## config.mk

```make
export PLATFORM = sky130hd
export DESIGN_NAME = uart_frame_checksum
export DESIGN_NICKNAME = d
export VERILOG_FILES = /design/src/rtl/uart_frame_checksum.sv
export SDC_FILE = /design/constraint.sdc
export NUM_CORES = 1
export LEC_CHECK = 0
export ABC_AREA = 1
export CAP_MARGIN = 20
export CORE_MARGIN = 2
export CORE_UTILIZATION = 25
export DETAILED_ROUTE_END_ITERATION = 8
export GPL_TIMING_DRIVEN = 0
export PLACE_DENSITY = 0.58
export SETUP_SLACK_MARGIN = 0.3
export SLEW_MARGIN = 0
export SYNTH_ARGS = -nofsm -noshare
export SYNTH_HDL_FRONTEND = slang
export SYNTH_SLANG_ARGS = --single-unit
```

## constraint.sdc

```tcl
create_clock -name clk -period 1.66 [get_ports clk]
set_clock_uncertainty 0.2 [all_clocks]
set_input_delay 0.249 -clock clk [delete_from_list [all_inputs] [get_ports clk]]
set_output_delay 0.249 -clock clk [all_outputs]
set_load 0.05 [all_outputs]
```

## src/rtl/uart_frame_checksum.sv

```systemverilog
// UART frame checksum engine: accumulates XOR/additive checksum over
// terminator-delimited frames and sends checksum (and length) back.
module uart_frame_checksum #(
  parameter int                DATA_W   = 8,
  parameter logic [DATA_W-1:0] TERM     = '0,
  parameter int                MODE     = 0,
  parameter int                MAX_LEN  = 255,
  parameter int                LEN_W    = 8,
  parameter int                SEND_LEN = 1
) (
  input  logic              clk,
  input  logic              rst,
  input  logic [DATA_W-1:0] rx_data,
  input  logic              rx_ready,
  output logic              rx_enable,
  output logic [DATA_W-1:0] tx_data,
  output logic              tx_start,
  input  logic              tx_busy,
  output logic [DATA_W-1:0] checksum,
  output logic [7:0]        frame_count,
  output logic              overflow,
  output logic [2:0]        state_o
);

  localparam logic [2:0] RECV        = 3'd0;
  localparam logic [2:0] SUM_START   = 3'd1;
  localparam logic [2:0] SUM_WAIT_HI = 3'd2;
  localparam logic [2:0] SUM_WAIT_LO = 3'd3;
  localparam logic [2:0] LEN_START   = 3'd4;
  localparam logic [2:0] LEN_WAIT_HI = 3'd5;
  localparam logic [2:0] LEN_WAIT_LO = 3'd6;

  localparam logic [LEN_W-1:0] MAX_L = LEN_W'(MAX_LEN);
  localparam int MW = (DATA_W > LEN_W) ? DATA_W : LEN_W;

  logic [2:0]        state;
  logic [2:0]        state_nx;
  logic [DATA_W-1:0] acc;
  logic [DATA_W-1:0] acc_nx;
  logic [LEN_W-1:0]  len;
  logic [MW-1:0]     len_wide;
  logic [DATA_W-1:0] len_word;
  logic              accept;
  logic              close;
  logic              drop;
  logic              load_len;
  logic              done;
  logic              is_term;
  logic              room;

  assign checksum = acc;
  assign state_o  = state;
  assign is_term  = (rx_data == TERM);
  assign room     = (len < MAX_L);

  // length word is the counter zero-extended or truncated to DATA_W
  assign len_wide = MW'(len);
  assign len_word = len_wide[DATA_W-1:0];

  // checksum update for one accepted character
  always_comb begin
    acc_nx = acc;
    if (MODE != 0) begin
      acc_nx = acc + rx_data;
    end else begin
      acc_nx = acc ^ rx_data;
    end
  end

  // next-state and per-cycle control decode
  always_comb begin
    state_nx = state;
    accept   = 1'b0;
    close    = 1'b0;
    drop     = 1'b0;
    load_len = 1'b0;
    done     = 1'b0;
    case (state)
      RECV: begin
        if (rx_ready) begin
          if (is_term) begin
            close    = 1'b1;
            state_nx = SUM_START;
          end else if (room) begin
            accept   = 1'b1;
          end else begin
            drop     = 1'b1;
            state_nx = SUM_START;
          end
        end
      end
      SUM_START: begin
        state_nx = SUM_WAIT_HI;
      end
      SUM_WAIT_HI: begin
        if (tx_busy) begin
          state_nx = SUM_WAIT_LO;
        end
      end
      SUM_WAIT_LO: begin
        if (!tx_busy) begin
          if (SEND_LEN != 0) begin
            load_len = 1'b1;
            state_nx = LEN_START;
          end else begin
            done     = 1'b1;
            state_nx = RECV;
          end
        end
      end
      LEN_START: begin
        state_nx = LEN_WAIT_HI;
      end
      LEN_WAIT_HI: begin
        if (tx_busy) begin
          state_nx = LEN_WAIT_LO;
        end
      end
      LEN_WAIT_LO: begin
        if (!tx_busy) begin
          done     = 1'b1;
          state_nx = RECV;
        end
      end
      default: begin
        state_nx = RECV;
      end
    endcase
  end

  // state register
  always_ff @(posedge clk or posedge rst) begin
    if (rst) begin
      state <= RECV;
    end else begin
      state <= state_nx;
    end
  end

  // accumulator and length counter; cleared on frame completion
  always_ff @(posedge clk or posedge rst) begin
    if (rst) begin
      acc <= '0;
      len <= '0;
    end else if (done) begin
      acc <= '0;
      len <= '0;
    end else if (accept) begin
      acc <= acc_nx;
      len <= len + 1'b1;
    end
  end

  // transmit word: checksum at frame end, length after checksum sent
  always_ff @(posedge clk or posedge rst) begin
    if (rst) begin
      tx_data <= '0;
    end else if (close || drop) begin
      tx_data <= acc;
    end else if (load_len) begin
      tx_data <= len_word;
    end
  end

  // registered strobes so they line up with the state they belong to
  always_ff @(posedge clk or posedge rst) begin
    if (rst) begin
      tx_start  <= 1'b0;
      rx_enable <= 1'b0;
    end else begin
      tx_start  <= (state_nx == SUM_START) ||
                   (state_nx == LEN_START);
      rx_enable <= (state_nx == RECV);
    end
  end

  // completed-frame counter, wraps naturally
  always_ff @(posedge clk or posedge rst) begin
    if (rst) begin
      frame_count <= '0;
    end else if (done) begin
      frame_count <= frame_count + 8'd1;
    end
  end

  // sticky overflow flag, only reset clears it
  always_ff @(posedge clk or posedge rst) begin
    if (rst) begin
      overflow <= 1'b0;
    end else if (drop) begin
      overflow <= 1'b1;
    end
  end

endmodule

```

==> summary.txt <==
Run status
  – Outcome: completed

Worst setup path
  – Worst Reg-to-Reg Cells: 8
  – Most frequent CP cell: nand2_1
  – CP Cell Sequence: nand2_1 > nor2_2 > nand2_8 > o21ai_4 > nand2_4 > clkbuf_16 > nand3_2 > nand2_1
  – Critical path capture point: tx_data[0]
  – Largest fanout on the critical path: 6
  – WS Path Type: flip-flop to flip-flop
  – Reg-to-reg critical path endpoint: tx_data[0]
  – CP peak stage delay: roughly 0.43 ns
  – RR Startpoint: len[6]
  – Crit. End Element: flip-flop
  – R2R setup slack: 0.03 ns
  – Crit-path slowest cell: dfrtp_2
  – Crit path DAT: around 1.6 ns
  – CP startpoint: len[6]
  – CP Launch Type: flip-flop
  – Worst Path Required: 1.64 ns

Global route
  – GRT Overall Usage: 0.135
  – Grt ovf: 0
  – Antenna violations before repair: 0
  – Vias in the first global route: approximately 2000
  – First-pass GRT wire length: between 9 and 10 mm
  – Largest net degree at the start of global routing: 39

Power and ir drop
  – P_leak: 1.86 nW
  – Peak supply drop: 0.000473 V
  – P per Cell Area: 1630 nW/µm²

Synth
  – Post-synth net total: between 200 and 300
  – Netlist Area Pre-Place: around 2100 µm²
  – Post-synthesis async set-or-reset flop share: 1.00
  – Mapped Cells: approximately 260
  – Unique masters post-synth: 28
  – Number of synthesized flops with an enable pin: 0
  – Yosys reg bits: 38
  – Synth Warn #: 0
  – Sequential share of the synthesized area: 0.448
  – Ys flop type: dfrtp_1
  – Syn Area/Cell: 8.27 µm²

Detailed routing
  – Antenna violation net count after detailed routing: 0
  – Pre-antenna DRT Iters: 4
  – Drt drc: 0
  – Routed length per placed instance: 13.5 µm
  – Vias after detailed routing: 2098
  – Starting DRT DRC Count: approximately 100
  – Total detailed-routing wirelength: between 6 and 7 mm
  – Via density: roughly 4.6

Hold path
  – Min-Delay Path Class: input port to flip-flop

Timing
  – Final Hold Vio Count: 0
  – Crit path time final: 1.63 ns
  – Max Slew Vio Count: 0
  – Final worst path period share: 0.980
  – Fmax: slightly above 600 MHz
  – Final setup vio count: 0
  – RSZ-0062 raised after global routing: yes
  – Slew HR: 0.549
  – Worst Tran Pin Value: ~0.68 ns

Finish
  – Number of fillers in the final layout: slightly below 800
  – Area grow syn2layout: 72.9%
  – Final Util: 0.447
  – N_diodes: 0
  – Layout cell share with drive strength beyond 1: 0.503
  – Final cell count without fillers: 461
  – Nets: approximately 370

Clock tree
  – CTS buffer count: 5
  – Clock buffer depth: 2
  – Clock transition at path regs: ~0.08 ns
  – H-tree depth: 2
  – Sink Count: 38
  – CTS Root Cell: clkbuf_8
  – Clock Latency Late Sink: between 0.2 and 0.3 ns
  – CTS tree: done
  – Hold Buf Count CTS: 0

Place
  – Routability cong.: just over 0.8
  – DP HPWL: 3.79 mm
  – # port buffers: between 40 and 50
  – Placed Cells: between 400 and 500

Floorplan
  – I/O pins: 42
  – Num rows: 33
  – Initial core utilization: 0.259
  – Die X: between 90 and 100 µm
  – Die Y: between 90 and 100 µm
  – Die area: 9250 µm²
  – Std-Cell Core Area: roughly 8200 µm²

Run
  – Max Cap Viol: 0
## metal layers
| metal | vias up | share of wire | global-route usage |
|---|---|---|---|
| met3 | 11 | 0.036 | 0.0282 |
| li1 | 1031 | - | - |
| met2 | 46 | 0.48 | 0.225 |
| met5 | - | 0 | 0 |
| met1 | 1010 | 0.47 | 0.178 |
| met4 | 0 | 0.014 | 0.0345 |
## cell usage after synthesis (4+ instances only)
library cell | n | area [µm²]
nand3_1 | 30 | 150
inv_1 | 23 | 86.3
inv_2 | 4 | 15.0
nor2_1 | 14 | 52.6
nand4_1 | 14 | 87.6
xor2_1 | 12 | 105
nand3_2 | 10 | 100
dfrtp_1 | 38 | 951
nand2_1 | 76 | 285
xnor2_1 | 4 | 35.0
## repair_timing
action / in CTS / in global routing
setup buffers: 27 / 18
pin swaps: 15 / 21
gates resized for setup: 245 / 65
cloned: 4 / 1
setup endpoints to repair: 66 / 70
## worst max-delay path, delay by kind of cell (launching register included)
kind | cells | cell delay [ns]
simple gates | 6 | 0.61
flops | 1 | 0.43
buf+inv | 1 | 0.17
compound gates | 1 | 0.11
## layout by cell type, fill, tap and decap left out, types with 6 or more instances in the layout
| master | n |
|---|---|
| nor2_1 | 9 |
| nand2_2 | 6 |
| inv_1 | 19 |
| xor2_1 | 12 |
| nand3_2 | 22 |
| dlymetal6s2s_1 | 6 |
| nand3_1 | 16 |
| buf_4 | 35 |
| nand2_1 | 67 |
| buf_6 | 33 |
| buf_8 | 9 |
| nand2_4 | 6 |
| nand4_1 | 14 |
| dfrtp_1 | 17 |
| dfrtp_2 | 21 |
## per-stage QoR
| stage | hold WS (ns) | worst slack, ns | TNS, ns | instance area, µm² | power, mW |
|---|---|---|---|---|---|
| global placement | 0.278 | -0.669 | -31.51 | 2720 | 4.14 |
| floorplan | 0.229 | 0.0730 | 0 | 2170 | 3.35 |
| finish | 0.104 | 0.0338 | 0 | 3670 | 5.99 |
| detailed placement | 0.285 | -0.451 | -9.60 | 2720 | 4.18 |
| global route | 0.136 | -0.0209 | -0.106 | 3670 | 6.32 |
| CTS | 0.254 | 0.0799 | 0 | 3290 | 5.43 |
## cell type report
cell class                 instances  area [µm²]  share of cell area
multi-input combinational        185        1260               0.343
timing repair buffer              91         986               0.268
sequential                        38         977               0.266
tap                              105         131              0.0358
inverter                          27         123              0.0334
buffer                             7        87.6              0.0239
clock buffer                       7        76.3              0.0208
clock inverter                     1        30.0             0.00818
## sequential cells by signal (all words and copies together), names as in the netlist
name and cells:
frame_count 8, tx_data 8, checksum 8, len 8
tx_start 1, rx_enable 1, state_o 3, overflow 1
## cell families after synthesis
family | synth area share
flip-flops | 0.448
AND/OR/NAND/NOR | 0.373
AO/OA/AOI/OAI | 0.0312
XOR/XNOR | 0.0660
buffers and inverters | 0.0707
adder cells (fa/ha/maj) | 0.0118
## where the power goes
part	internal, mW	switching (mW)	total (mW)
logic	1.51	1.92	3.43
clock network	0.450	0.328	0.778
registers	1.30	0.480	1.78
## worst min-delay path by stage
stage,cells past startpoint,from,end,slack (ns)
after CTS,4,rx_data[7],checksum[7],0.25
after detailed placement,2,overflow,overflow,0.28
after floorplan,2,tx_busy,state_o[2],0.23
after global routing,4,rx_data[2],checksum[2],0.14
after global placement,1,frame_count[2],frame_count[2],0.28
final,4,rx_data[2],checksum[2],0.10
No activity file was read; power rests on OpenSTA's default activity.
